$ cat config.mk
export PLATFORM = sky130hd
export DESIGN_NAME = rbfu_writeback
export DESIGN_NICKNAME = d
export VERILOG_FILES = /design/src/rtl/rbfu_writeback.sv
export SDC_FILE = /design/constraint.sdc
export NUM_CORES = 1
export LEC_CHECK = 0
export CAP_MARGIN = 40
export CORE_UTILIZATION = 57
export CTS_CLUSTER_SIZE = 14
export DETAILED_ROUTE_END_ITERATION = 8
export PLACE_DENSITY = 0.85
export SYNTH_ARGS = -nofsm -noshare
export SYNTH_HDL_FRONTEND = slang
export SYNTH_SLANG_ARGS = --single-unit
$ cat constraint.sdc
create_clock -name clk -period 17.15 [get_ports clk]
set_clock_uncertainty 0.2 [all_clocks]
set_input_delay 2.5725 -clock clk [delete_from_list [all_inputs] [get_ports clk]]
set_output_delay 2.5725 -clock clk [all_outputs]
set_load 0.01 [all_outputs]
$ cat src/rtl/rbfu_writeback.sv
// RBFU write-back stage: aligns issue tokens with RBFU results after the
// opcode/radix-dependent latency, buffers result lanes in a FWFT FIFO and
// drives the coefficient-memory write port with a valid/ready handshake.
// Optional feature macro: RBFU_WB_RANGE_CHECK_EN (sticky err on lane data >= 3329).
module rbfu_writeback #(
    parameter int unsigned DW         = 12,
    parameter int unsigned ADDR_W     = 8,
    parameter int unsigned LAT_R2     = 1,
    parameter int unsigned LAT_R4     = 2,
    parameter int unsigned LAT_PWM    = 2,
    parameter int unsigned FIFO_DEPTH = 4
) (
    input  logic                clk,
    input  logic                rst,
    input  logic                iss_valid,
    output logic                iss_ready,
    input  logic [1:0]          iss_opcode,
    input  logic                iss_radix,
    input  logic [4*ADDR_W-1:0] iss_addr,
    input  logic [4*DW-1:0]     rbfu_dout,
    output logic                wb_valid,
    input  logic                wb_ready,
    output logic [4*ADDR_W-1:0] wb_addr,
    output logic [4*DW-1:0]     wb_data,
    output logic [3:0]          wb_mask,
    output logic                busy,
    output logic                err
);

    localparam int unsigned MAX_LAT_A = (LAT_R2 > LAT_R4) ? LAT_R2 : LAT_R4;
    localparam int unsigned MAX_LAT   = (MAX_LAT_A > LAT_PWM) ? MAX_LAT_A : LAT_PWM;
    localparam int unsigned PTR_W     = (FIFO_DEPTH > 1) ? $clog2(FIFO_DEPTH) : 1;
    localparam int unsigned CNT_W     = PTR_W + 1;

    // Delay line: slot k holds the token whose result appears in k cycles.
    logic [MAX_LAT:1]    slot_vld_q, slot_vld_d;
    logic [4*ADDR_W-1:0] slot_addr_q [1:MAX_LAT];
    logic [4*ADDR_W-1:0] slot_addr_d [1:MAX_LAT];
    logic [3:0]          slot_mask_q [1:MAX_LAT];
    logic [3:0]          slot_mask_d [1:MAX_LAT];

    logic [4*ADDR_W-1:0] fifo_addr_q [FIFO_DEPTH];
    logic [4*DW-1:0]     fifo_data_q [FIFO_DEPTH];
    logic [3:0]          fifo_mask_q [FIFO_DEPTH];
    logic [PTR_W-1:0]    wr_ptr_q, rd_ptr_q;
    logic [CNT_W-1:0]    cnt_q;

    logic                iss_null, iss_fire, collide, credit_ok;
    logic [3:0]          iss_mask;
    int unsigned         iss_lat, occ;
    logic                push, pop;
    logic [4*DW-1:0]     push_data;

    // Issue decode, collision and credit checks.
    always_comb begin
        iss_null = (iss_opcode == 2'b11) || ((iss_opcode == 2'b10) && !iss_radix);
        iss_mask = (iss_opcode == 2'b10) ? 4'b0011 : 4'b1111;
        if (iss_opcode == 2'b10) begin
            iss_lat = LAT_PWM;
        end else if (iss_radix) begin
            iss_lat = LAT_R4;
        end else begin
            iss_lat = LAT_R2;
        end
        // Target slot L is filled next cycle by whatever currently sits in L+1.
        collide = 1'b0;
        for (int unsigned k = 1; k < MAX_LAT; k++) begin
            if (k == iss_lat) collide = slot_vld_q[k+1];
        end
        occ = 0;
        for (int unsigned k = 1; k <= MAX_LAT; k++) begin
            occ = occ + {31'b0, slot_vld_q[k]};
        end
        credit_ok = (occ + 32'(cnt_q)) < FIFO_DEPTH;
        iss_ready = iss_null || (!collide && credit_ok);
        iss_fire  = iss_valid && iss_ready && !iss_null;
    end

    // Delay-line next state: shift toward slot 1, insert the new token at slot L.
    always_comb begin
        for (int unsigned k = 1; k <= MAX_LAT; k++) begin
            slot_vld_d[k]  = 1'b0;
            slot_addr_d[k] = '0;
            slot_mask_d[k] = '0;
        end
        for (int unsigned k = 1; k < MAX_LAT; k++) begin
            slot_vld_d[k]  = slot_vld_q[k+1];
            slot_addr_d[k] = slot_addr_q[k+1];
            slot_mask_d[k] = slot_mask_q[k+1];
        end
        if (iss_fire) begin
            for (int unsigned k = 1; k <= MAX_LAT; k++) begin
                if (k == iss_lat) begin
                    slot_vld_d[k]  = 1'b1;
                    slot_addr_d[k] = iss_addr;
                    slot_mask_d[k] = iss_mask;
                end
            end
        end
    end

    // Pair the token in slot 1 with this cycle's RBFU result; disabled lanes carry 0.
    always_comb begin
        push = slot_vld_q[1];
        for (int unsigned k = 0; k < 4; k++) begin
            push_data[k*DW +: DW] = slot_mask_q[1][k] ? rbfu_dout[k*DW +: DW] : '0;
        end
    end

    assign wb_valid = (cnt_q != '0);
    assign pop      = wb_valid && wb_ready;

    // Delay line and FIFO state.
    always_ff @(posedge clk or posedge rst) begin
        if (rst) begin
            slot_vld_q <= '0;
            for (int unsigned k = 1; k <= MAX_LAT; k++) begin
                slot_addr_q[k] <= '0;
                slot_mask_q[k] <= '0;
            end
            for (int unsigned i = 0; i < FIFO_DEPTH; i++) begin
                fifo_addr_q[i] <= '0;
                fifo_data_q[i] <= '0;
                fifo_mask_q[i] <= '0;
            end
            wr_ptr_q <= '0;
            rd_ptr_q <= '0;
            cnt_q    <= '0;
        end else begin
            slot_vld_q <= slot_vld_d;
            for (int unsigned k = 1; k <= MAX_LAT; k++) begin
                slot_addr_q[k] <= slot_addr_d[k];
                slot_mask_q[k] <= slot_mask_d[k];
            end
            // Credit accounting guarantees a free entry whenever push is set.
            if (push) begin
                fifo_addr_q[wr_ptr_q] <= slot_addr_q[1];
                fifo_data_q[wr_ptr_q] <= push_data;
                fifo_mask_q[wr_ptr_q] <= slot_mask_q[1];
                wr_ptr_q              <= wr_ptr_q + 1'b1;
            end
            if (pop) begin
                rd_ptr_q <= rd_ptr_q + 1'b1;
            end
            cnt_q <= cnt_q + CNT_W'(push) - CNT_W'(pop);
        end
    end

    // FWFT head; outputs read as zero while the FIFO is empty.
    always_comb begin
        wb_addr = wb_valid ? fifo_addr_q[rd_ptr_q] : '0;
        wb_data = wb_valid ? fifo_data_q[rd_ptr_q] : '0;
        wb_mask = wb_valid ? fifo_mask_q[rd_ptr_q] : '0;
        busy    = (|slot_vld_q) || wb_valid;
    end

`ifdef RBFU_WB_RANGE_CHECK_EN
    logic range_hit;
    logic err_q;

    // Flag any enabled lane at push whose value is not a reduced coefficient.
    always_comb begin
        range_hit = 1'b0;
        for (int unsigned k = 0; k < 4; k++) begin
            if (push && slot_mask_q[1][k] && (rbfu_dout[k*DW +: DW] >= DW'(3329))) begin
                range_hit = 1'b1;
            end
        end
    end

    // Sticky until reset.
    always_ff @(posedge clk or posedge rst) begin
        if (rst) begin
            err_q <= 1'b0;
        end else if (range_hit) begin
            err_q <= 1'b1;
        end
    end

    assign err = err_q;
`else
    assign err = 1'b0;
`endif

endmodule

Word level (Yosys, flattened, before mapping). Cells that the tools add are included.

Register bits after elaboration: 417. Word-level logic and storage cells: 88. Input bits: 87.

Eq/ne operators: 4. Multiplexer cells: 38. Bitwise operators: 2. Add/sub/neg operators: 6. Reduce and logical (&&, ||, !) cells: 14. Order comparisons: 4.

Operators with widths (number): bitwise mux 192 bit (1); 2-to-1 mux 32 bit (6); 2-to-1 mux 48 bit (4); bitwise mux 128 bit (1); binary-select mux 48 bit (select 2 bit) (1); demux 48 bit (select 2 bit) (1); binary-select mux 32 bit (select 2 bit) (1); demux 32 bit (select 2 bit) (1); 2-to-1 mux 64 bit (1); 2-to-1 mux 12 bit (4); equality test 1 x 32 -> 1 bit (first input constant) (1); equality test 2 x 32 -> 1 bit (first input constant) (1); 2-to-1 mux 4 bit (7); bitwise mux 16 bit (1); binary-select mux 4 bit (select 2 bit) (1); demux 4 bit (select 2 bit) (1); 2-to-1 mux 8 bit (1); greater-or-equal comparator 3 bit (second input constant) (2); logical AND 1 bit (6); 2-to-1 mux 2 bit (3); NOT 2 -> 3 bit (2); adder 2 x 1 -> 2 bit (second input constant) (2); adder 2 x 3 -> 4 bit (1); equality test 2 bit (second input constant) (2); 10 further kinds (16).

Depth between registers and ports, before layout.
Depth after elaboration: 10. Depth in mapped cells: 7. Gate-level depth less buffers: 7.

Worst setup path after synthesis. No wires, ideal clock.

Kind: input to output. Start: input iss_radix. End: output iss_ready. Stages: 3. Path buffers: 0. Data arrival time: 2.961 ns. Path slack: 11.416 ns. Cells stage by stage: inv_1 > nor4_1 > a21oi_1.

Cells in the longest elaborated chain, start to end: 7.

Ends and longest elaborated chain: start: declaration (line 18) `input logic iss_radix,`; 2-to-1 mux 2 bit (line 60) `end else if (iss_radix) begin`; 2-to-1 mux 2 bit (line 58) `if (iss_opcode == 2'b10) begin`; equality test 1 x 32 -> 1 bit (line 68) `if (k == iss_lat) collide = slot_vld_q[k+1];`; 2-to-1 mux 1 bit (line 68); logical NOT 1 bit (line 75) `iss_ready = iss_null || (!collide && credit_ok);`; logical AND 1 bit (line 75); logical OR 1 bit (*) (line 75); end: declaration (line 16) `output logic iss_ready,`.

Mark *: on every way between the ends. The rest lies on a longest branch, timed or not.

Final worst setup path. Ends and elaborated chain as after synthesis.

==> flow_summary.json <==
{
  "grt_max_degree": 116,
  "status": "finished, final reports clean",
  "multiInputGateArea_sq_um": 6900,
  "hold_violations": 0,
  "fillCellCount": 1984,
  "synth_cells": 1212,
  "crit_path_max_incr_delay_ns": 0.51,
  "drv_cap": 0,
  "grtUsageMet3": 0.0399,
  "cp_cell_sequence": "clkdlybuf4s50_1 -> inv_1 -> nor4_1 -> a21oi_1 -> clkdlybuf4s50_1",
  "max_freq_ghz": 0.147,
  "area_growth_pct": 20.7,
  "critPathLaunchType": "primary input",
  "place_hpwl_um": 21300,
  "drive_gt1_frac": 0.314,
  "dieWidth_um": 177,
  "final_common_cell": "dfrtp_1",
  "grt.met2_usage": 0.408,
  "clk_pin_slew_ns": 0.05,
  "grt_pass1_wl_um": 58600,
  "synth_seq_cells": 403,
  "drv_slew": 0,
  "core_sq_um": 29900,
  "htreeDepth": 2,
  "busiest_layer": "met2",
  "grt_pass1_vias": 11010,
  "min_period_over_period": 0.395,
  "syn-num-nets": 1308,
  "holdBufCountCts": 0,
  "max_slew_margin": 0.386,
  "worstMarginPinSlew_ns": 0.921,
  "yosys_warnings": 0,
  "seq_area_frac_synth": 0.579,
  "crit_type": "primary input to primary output",
  "crit_required_ns": 14.38,
  "post-cts-setup-buffers": 0,
  "synth_area_leaders": "dfrtp_1 (58%), mux2_2 (15%), mux4_2 (11%), and2_1 (4.1%), o21ai_0 (2.8%)",
  "fin_ws_ns": 10.37,
  "fin_tns_setup_ns": 0,
  "synth_top_area_share": 0.579,
  "critPathTopFamily": "buffers and inverters",
  "first_pass_iters": 4,
  "drc": 0,
  "async_reset_ff_frac": 1.00,
  "endpoint_kind": "primary output",
  "place_congestion": 0.734,
  "die-area_sq_um": 31200,
  "numCtsBuffers": 42,
  "final_cell_mix": "dfrtp_1 (401), mux2_2 (231), clkdlybuf4s50_1 (173), nand2_1 (122), and2_1 (115)",
  "power_density_nw_per_um2": 189,
  "layout_min_cycle_time_ns": 6.78,
  "whs_ns": 0.260,
  "synth_edf_count": 0,
  "cts_resized": 0,
  "ir_drop_mv": 0.106,
  "antenna_found_initial": 0,
  "leakagePower_nw": 9.63,
  "port-buffer-count": 173,
  "crit_path_max_fanout": 4,
  "via_per_inst": 5.72,
  "fin_util": 0.703,
  "fin_nets": 1460,
  "placed_cell_area_sq_um": 19500,
  "setup-violations-final": 0,
  "wl_um": 35600,
  "initial_core_util": 0.583,
  "postRouteAntennaNets": 0,
  "synth.distinct_cells": 33,
  "post_drt_wl_per_cell_um": 19.9,
  "use_met1": 0.325,
  "die_h_um": 177,
  "cts.sinks": 403,
  "overflow": 0,
  "drtIter0Drc": 427,
  "ios": 175,
  "synth_flop_cell": "dfrtp_1",
  "stdcell_area_sq_um": 21000,
  "num_vias": 10207,
  "rows": 63,
  "cp_common_cell": "clkdlybuf4s50_1",
  "yosys.area.top_type": "dfrtp_1",
  "dpl_worst_slack_ns": 10.37,
  "regArea_sq_um": 10100,
  "hold_path_class": "register to register",
  "cts_root_buffer": "clkbuf_16",
  "crit_buf_inv": 3,
  "rsz0062_at_grt": "no",
  "cts_tree": "built",
  "crit_path_top_delay_cell": "clkdlybuf4s50_1",
  "synth_area_sq_um": 17400,
  "diodes": 0,
  "insertion_delay_ns": 0.52,
  "cts_max_path_buffers": 3,
  "grt_usage": 0.240,
  "cp.arrival_ns": 4.01,
  "syn_area_per_cell_sq_um": 14.4
}
==> layer usage <==
metal  vias up  share of wire
met2       250           0.50
li1       4565              -
met3        58          0.046
met5         -              0
met1      5334           0.43
met4         0          0.020
==> sequential cells by signal, summed over array words and instances (netlist names) <==
name,count
fifo_data_q,192
fifo_addr_q,128
slot_addr_q,64
fifo_mask_q,8
cnt_q,3
slot_mask_q,3
rd_ptr_q,2
wr_ptr_q,2
slot_vld_q,1
==> path summary, 6_finish.rpt <==
path                                startpoint               to  slack [ns]  cells past startpoint
worst max-delay path                 iss_radix        iss_ready       10.37                      5
worst min-delay path            fifo_mask_q[1]   fifo_mask_q[1]        0.26                      1
worst max register to register        cnt_q[1]         cnt_q[2]       13.79                      8
worst min register to register  fifo_mask_q[1]   fifo_mask_q[1]        0.26                      1
max in group asynchronous                  rst  fifo_addr_q[70]       12.24                      4
min in group asynchronous                  rst  fifo_data_q[91]        2.43                      2
==> cells by family after synthesis <==
kind of cell	after synthesis	share of synthesized area
flip-flops	403	0.579
multiplexers	343	0.281
AND/OR/NAND/NOR	253	0.0729
AO/OA/AOI/OAI	105	0.0311
buffers and inverters	94	0.0263
adder cells (fa/ha/maj)	9	0.00690
XOR/XNOR	4	0.00201
other	1	0.000215
==> Yosys cell counts (2+ instances only) <==
| cell | count |
|---|---|
| inv_1 | 10 |
| dfrtp_1 | 403 |
| and2_1 | 115 |
| o21ai_0 | 98 |
| a21oi_1 | 2 |
| xor2_1 | 2 |
| buf_2 | 36 |
| buf_6 | 3 |
| xnor2_1 | 2 |
| nand2_1 | 126 |
| buf_1 | 4 |
| mux4_2 | 82 |
| mux2_2 | 231 |
| mux2_4 | 29 |
| clkbuf_1 | 31 |
| buf_4 | 10 |
| ha_1 | 8 |
| nand2b_1 | 5 |
==> through the flow <==
stage,total power [mW],cells
floorplan,2.47,1212
global placement,2.95,1703
detailed placement,3.03,1710
CTS,4.01,1786
global route,4.20,1786
finish,3.98,1786
==> cell type report <==
type	count	area share
Clock inverter	13	0.0106
Timing Repair Buffer	192	0.0947
Multi-Input combinational cell	715	0.329
Clock buffer	63	0.0601
Tap cell	390	0.0232
Sequential cell	403	0.481
Inverter	10	0.00214
==> report_power, final <==
part / total [mW] / internal (mW) / switching [mW]
logic: 1.44 / 0.881 / 0.561
registers: 1.58 / 1.33 / 0.248
clock network: 0.961 / 0.598 / 0.362
Note: power is estimated with default switching activity, not from simulation.
